**src/rtl/act_result_writer.sv**
```systemverilog
// act_result_writer: buffers activation beats in a show-ahead FIFO and issues them as addressed writes.
module act_result_writer #(
    parameter int FEATURE_WIDTH = 16,
    parameter int ADDR_WIDTH    = 32,
    parameter int FIFO_DEPTH    = 16,
    parameter int ADDR_STEP     = 16
) (
    input  logic                          system_clk,
    input  logic                          rst_n,
    input  logic                          start,
    input  logic [ADDR_WIDTH-1:0]         base_addr,
    input  logic [15:0]                   beat_count,
    input  logic [FEATURE_WIDTH*8-1:0]    act_data,
    input  logic                          act_data_valid,
    output logic [FEATURE_WIDTH*8-1:0]    wr_data,
    output logic [ADDR_WIDTH-1:0]         wr_addr,
    output logic                          wr_valid,
    input  logic                          wr_ready,
    output logic                          busy,
    output logic                          done,
    output logic                          overflow,
    output logic [$clog2(FIFO_DEPTH):0]   fifo_level
);
    localparam int DW = FEATURE_WIDTH * 8;
    localparam int PW = $clog2(FIFO_DEPTH);
    localparam int LW = PW + 1;

    typedef enum logic [1:0] {IDLE, RUN, DONE} state_t;

    state_t                state;
    logic [DW-1:0]         mem [FIFO_DEPTH];
    logic [PW-1:0]         rd_ptr, wr_ptr;
    logic [ADDR_WIDTH-1:0] base;
    logic [15:0]           count, accepted, issued, acc_next;
    logic [LW-1:0]         lvl_next;
    logic                  take, push, pop, full;

    assign full     = fifo_level == LW'(FIFO_DEPTH);
    assign wr_valid = state == RUN && fifo_level != '0;
    assign pop      = wr_valid && wr_ready;
    assign take     = state == RUN && act_data_valid && accepted < count;
    assign push     = take && (!full || pop);
    assign acc_next = accepted + 16'(take);
    assign lvl_next = fifo_level + LW'(push) - LW'(pop);
    assign wr_data  = wr_valid ? mem[rd_ptr] : '0;
    assign wr_addr  = base + ADDR_WIDTH'(issued) * ADDR_WIDTH'(ADDR_STEP);
    assign busy     = state == RUN;
    assign done     = state == DONE;

    always_ff @(posedge system_clk)
        if (push) mem[wr_ptr] <= act_data;

    // A dropped beat still counts as accepted, so the run ends once all pushed beats drain.
    always_ff @(posedge system_clk or negedge rst_n)
        if (!rst_n) begin
            state      <= IDLE;
            rd_ptr     <= '0;
            wr_ptr     <= '0;
            fifo_level <= '0;
            accepted   <= '0;
            issued     <= '0;
            base       <= '0;
            count      <= '0;
            overflow   <= 1'b0;
        end else begin
            fifo_level <= lvl_next;
            accepted   <= acc_next;
            if (push) wr_ptr <= wr_ptr + 1'b1;
            if (pop) begin
                rd_ptr <= rd_ptr + 1'b1;
                issued <= issued + 1'b1;
            end
            if (take && full && !pop) overflow <= 1'b1;
            if (state == IDLE && start) begin
                base     <= base_addr;
                count    <= beat_count;
                accepted <= '0;
                issued   <= '0;
                overflow <= 1'b0;
                state    <= beat_count == 16'd0 ? DONE : RUN;
            end else if (state == RUN && acc_next == count && lvl_next == '0)
                state <= DONE;
            else if (state == DONE)
                state <= IDLE;
        end
endmodule
```
**config.mk**
```make
export PLATFORM = sky130hd
export DESIGN_NAME = act_result_writer
export DESIGN_NICKNAME = d
export VERILOG_FILES = /design/src/rtl/act_result_writer.sv
export SDC_FILE = /design/constraint.sdc
export NUM_CORES = 2
export LEC_CHECK = 0
export ABC_AREA = 0
export BUFFER_PORTS_ARGS = -buffer_cell sky130_fd_sc_hd__clkbuf_2
export CORE_UTILIZATION = 35
export CTS_CLUSTER_DIAMETER = 40
export CTS_CLUSTER_SIZE = 24
export DETAILED_ROUTE_END_ITERATION = 10
export PLACE_DENSITY_LB_ADDON = 0.08
export SETUP_SLACK_MARGIN = 0.15
export SYNTH_ARGS = -nofsm -noshare
export SYNTH_HDL_FRONTEND = slang
export SYNTH_SLANG_ARGS = --single-unit
```
**constraint.sdc**
```tcl
create_clock -name system_clk -period 26.6 [get_ports system_clk]
set_input_delay 1.33 -clock system_clk [delete_from_list [all_inputs] [get_ports system_clk]]
set_output_delay 1.33 -clock system_clk [all_outputs]
set_load 0.02 [all_outputs]
```
# Word-level counts from Yosys, hierarchy flattened
# Memories as Yosys holds them, arrays and structs flattened.
# Cells that the tools add are included.
# word_totals
register_bits	96
latch_bits	0
ram_bits	2048
romBits	0
output_inout_bits	169
mem_count	1
# op_classes
add_sub_neg	7
multipliers	0
n_div	0
order_cmp	1
n_eq_ne	4
shift	0
muxes	12
bitwise	0
reduce_logical	20
# mem_list
memory	words	word_bits	rd	rd_ports_with_merged_regs	write_ports	line	rtl
mem	16	128	1	0	1	31	logic [DW-1:0] mem [FIFO_DEPTH];
# op_table
cell	n
$mux W128	1
$mux W16	3
$add A32 B20 Y32	1
$add A16 B1 Y16	1
$add A16 B1 Y16 const B	1
$eq A16 B16 Y1	1
$logic_not A16 Y1	1
$lt A16 B16 Y1	1
$logic_and A1 B1 Y1	10
$add A4 B1 Y4 const B	2
$mux W2	4
$add A5 B1 Y5	1
$eq A5 B5 Y1 const B	1
$logic_not A5 Y1	1
$reduce_bool A5 Y1	1
$sub A5 B1 Y5	1
$mux W1	4
$reduce_bool A2 Y1	2
$reduce_bool A3 Y1	1
$eq A2 B1 Y1 const B	1
$eq A2 B2 Y1 const B	1
$logic_not A1 Y1	2
$logic_not A2 Y1	1
$logic_or A1 B1 Y1	1

# Longest topological paths before layout
# depth
depth_word	11
depth_mapped	23
depth_no_buf	23

# Worst setup path after synthesis
# Ideal clock, no wire load.
# synth_path
path_kind	input-to-reg
start	input port act_data_valid
end	memory mem[3][0] (netlist name), enable pin
arrival_ns	11.354
required_ns	25.829
setup_slack_ns	14.475
cell_stages	7
path_cell_list	o2111ai_1 a21oi_2 and2_1 inv_2 a31oi_1 nand2_1 nor3_1
# synth_via
elab_chain_cells	5
# synth_rtl
item	line	rtl
from (decl)	14	input logic act_data_valid,
$logic_and A1 B1 Y1 (2 in a row)	41	assign take = state == RUN && act_data_valid && accepted < count;
$logic_and A1 B1 Y1	42	assign push = take && (!full || pop);
$mux W1	51	if (push) mem[wr_ptr] <= act_data;
$mux W1 (implied by the code)	51	
to (decl)	31	
# No other way between the ends.

# Worst setup path in the final report
# layout_path
start	register rd_ptr[0]
end	output port wr_data[115]
# layout_via
elab_chain_cells	2
# layout_rtl
item	line	rtl
from (decl)	32	logic [PW-1:0] rd_ptr, wr_ptr;
from (signal assigned)	70	rd_ptr <= rd_ptr + 1'b1;
$mem_v2 Z16 W128	--	
$mux W128	45	assign wr_data = wr_valid ? mem[rd_ptr] : '0;
to (decl)	15	output logic [FEATURE_WIDTH*8-1:0] wr_data,
# No other way between the ends.

==> impl_metrics.ini <==
[place]
gp_congestion = 0.7388
dp_hpwl_mm = 109.9
numPortBuffers = 349
dpl_cell_area_mm2 = 0.08923
dp.cells = 7015

[layout]
syn2layout_area_growth_pct = 22.01
layout-drive-gt1-share_pct = 37.78
multi_input_area_mm2 = 0.01875
final-instance-count-excl-fill = 7685
ff_latch_area_mm2 = 0.06392
stdcell_area_mm2 = 0.1017
fill_cells = 20490
fin_nets = 4465

[synthesis]
synth_top_cells_by_area = edfxtp_1 74%, mux4_2 17%, dfrtp_1 2.9%, and2_1 0.98%, ha_1 0.65%
yosysMostFrequentCell = edfxtp_1
ys_warn_count = 0
synth.top_cells.by_count = 2048 x edfxtp_1, 640 x mux4_2, 131 x and2_1, 123 x clkbuf_1, 96 x dfrtp_1
ys_types = 67
yosysSeqAreaShare_pct = 76.65
synth-main-ff-cell = edfxtp_1
synth_nets = 3845
async_flop_share_pct = 4.478
synth_top_area_share_pct = 73.77
syn_avg_cell_area_um2 = 23.04
synth_edf_count = 2048
syn_inst = 3619
synthesis.area_mm2 = 0.08337
synth-seq-cells = 2144
yosysTopAreaCell = edfxtp_1

[power_and_ir_drop]
sw_frac_of_total_pct = 29.46
p_comb_share_pct = 25.3
p_per_area_mw_per_mm2 = 116.2
clock_power_share_pct = 40.0
seqPwrFrac_pct = 34.7
leakage_uw = 0.03339
p_int_uw = 8341
p_switching_uw = 3484
peakVddDrop_mv = 0.1127
total_power_uw = 11820

[sta]
timing.fmax_ghz = 0.1287
final.setup_skew_ns = 0.07118
layout_min_cycle_time_ns = 7.773
holdWs_ns = 0.3531
max_slew_margin_pct = 21.49
drv_slew = 0
finalSetupTns_ns = 0
timing_worst_slew_pin_value_ns = 1.178
hold_violations = 0
finalSetupViolCount = 0
finalCritPeriodShare_pct = 29.22
rsz0062_at_grt = false

[routing]
drt_iter0_markers = 3086
drtAntennaViolNets = 0
viasPerCell = 5.200
wl_per_cell_um = 28.51
vias = 39960
dr.pass1.iters = 5
routed_wirelength_mm = 219.1
drc = 0

[clock_tree]
clk_path_buf_depth = 4
root_buffer = clkbuf_16
cts_setup_buffers = 0
ctsResizeCount = 0
cts_buffers = 372
cts_tree = done
cts_hold_buf = 0
cts.sinks = 2144
clkLatencyLatePin_ns = 0.95
clk_pin_slew_ns = 0.05
htreeDepth = 5

[critical_path]
worstPathArrival_ns = 6.44
crit_top_cell = buf_4
crit_slowest_cell = dfrtp_4
startpoint_type = flop
cp_cell_sequence = buf_12, buf_4, buf_4, buf_4, mux4_2, mux4_2, and2_1, clkbuf_2
path_class = flop to output port
endpoint_kind = output port
worst-path-buf-inv = 5
slowest_delay_ns = 0.93
cp_max_fo = 95
crit_family = buffers and inverters
required_ns = 25.27

[floorplanning]
fp.dieH_um = 490.1
die_w_um = 490.1
die-area_mm2 = 0.2402
core_mm2 = 0.2361
initial_utilization_pct = 35.32
io_pins = 350
rows = 178

[grt]
grt_pass1_vias = 42380
grt_start_max_net_pins = 133
grt_usage_pct = 18.30
grt_pass1_wl_mm = 316.1
antenna_found_initial = 48
overflow = 0

[min_path]
hold_path.class = input pin to async pin

[run]
maxCapViolations = 0

[status]
status = finished, final reports clean
metal layers:
metal	vias to the layer above	global-route usage, %	part of all wire (%)
met5	-	0	0.099
met4	36	4.669	2.0
met3	402	3.673	5.0
met2	1106	28.60	47
met1	21780	26.17	46
li1	16640	-	-
cell families (layout without fill, tap and decap cells):
kind of cell               count (synthesis)  in the layout  synth area share [%]
AOI/OAI and AO/OA                        107            107                0.8885
DFF                                     2144           2144                 76.65
xor gates and xnor gates                  68             68                0.7144
other                                      0              4                     0
muxes                                    678            678                 17.79
buffers and inverters                    220           1132                 1.016
and+or+nand+nor                          357            357                 2.247
adders and majority gates                 45             45                0.6934
power by group through the flow:
stage / combinational [µW] / sequential [µW] / clock [µW]
6_report: 2990 / 4110 / 4730
5_1_grt: 3220 / 4130 / 4980
4_1_cts: 3090 / 4110 / 4830
3_5_place_dp: 3080 / 4180 / 0
3_3_place_gp: 3090 / 4170 / 0
2_1_floorplan: 2090 / 4120 / 0
path summary, 6_finish.rpt:
check,startpoint,endpoint,slack [ns],cells past startpoint
setup / recovery,rd_ptr[0]$_DFFE_PN0P_,wr_data[115],18.83,8
hold / removal,rst_n,base[13]$_DFFE_PN0P_,0.35,1
setup reg to reg,fifo_level[3]$_DFF_PN0_,mem[10][49]$_DFFE_PP_,20.24,13
hold reg to reg,base[2]$_DFFE_PN0P_,base[2]$_DFFE_PN0P_,0.48,1
max in group asynchronous,rst_n,rd_ptr[0]$_DFFE_PN0P_,24.86,2
min in group system_clk,base[2]$_DFFE_PN0P_,base[2]$_DFFE_PN0P_,0.48,1
sequential cells by signal (all words and copies together) (netlist names):
register	cells
count	16
fifo_level	5
issued	16
state	2
mem	2048
accepted	16
overflow	1
base	32
rd_ptr	4
wr_ptr	4
per-stage QoR:
stage,setup WS (ns),utilization [%]
2_1_floorplan,14.48,-
3_3_place_gp,19.47,37.80
3_5_place_dp,19.43,37.80
4_1_cts,18.42,43.09
5_1_grt,18.14,43.09
6_report,18.83,43.09
cell usage in the layout (no fill, tap or decap), drive strengths merged, types with 16 or more instances in the layout:
cell,synthesis,final
and2,131,131
xor2,30,30
clkinv,0,121
mux2,33,33
ha,43,43
clkbuf,123,755
mux4,640,640
edfxtp,2048,2048
a21oi,18,18
buf,56,77
bufinv,0,45
nor3,16,16
inv,41,94
dfrtp,96,96
nand2,63,63
nor2,76,76
xnor2,38,38
clkinvlp,0,40
o21ai,37,37
cell type report:
cell class / count / area share, %
timing repair buffer: 425 / 2.428
inverter: 41 / 0.1513
multi-input combinational: 1255 / 18.43
antenna: 4 / 0.009840
sequential: 2144 / 62.83
tap: 3150 / 3.874
clock inverter: 259 / 2.889
clock buffer: 407 / 9.384
No activity file was read; power rests on OpenSTA's default activity.
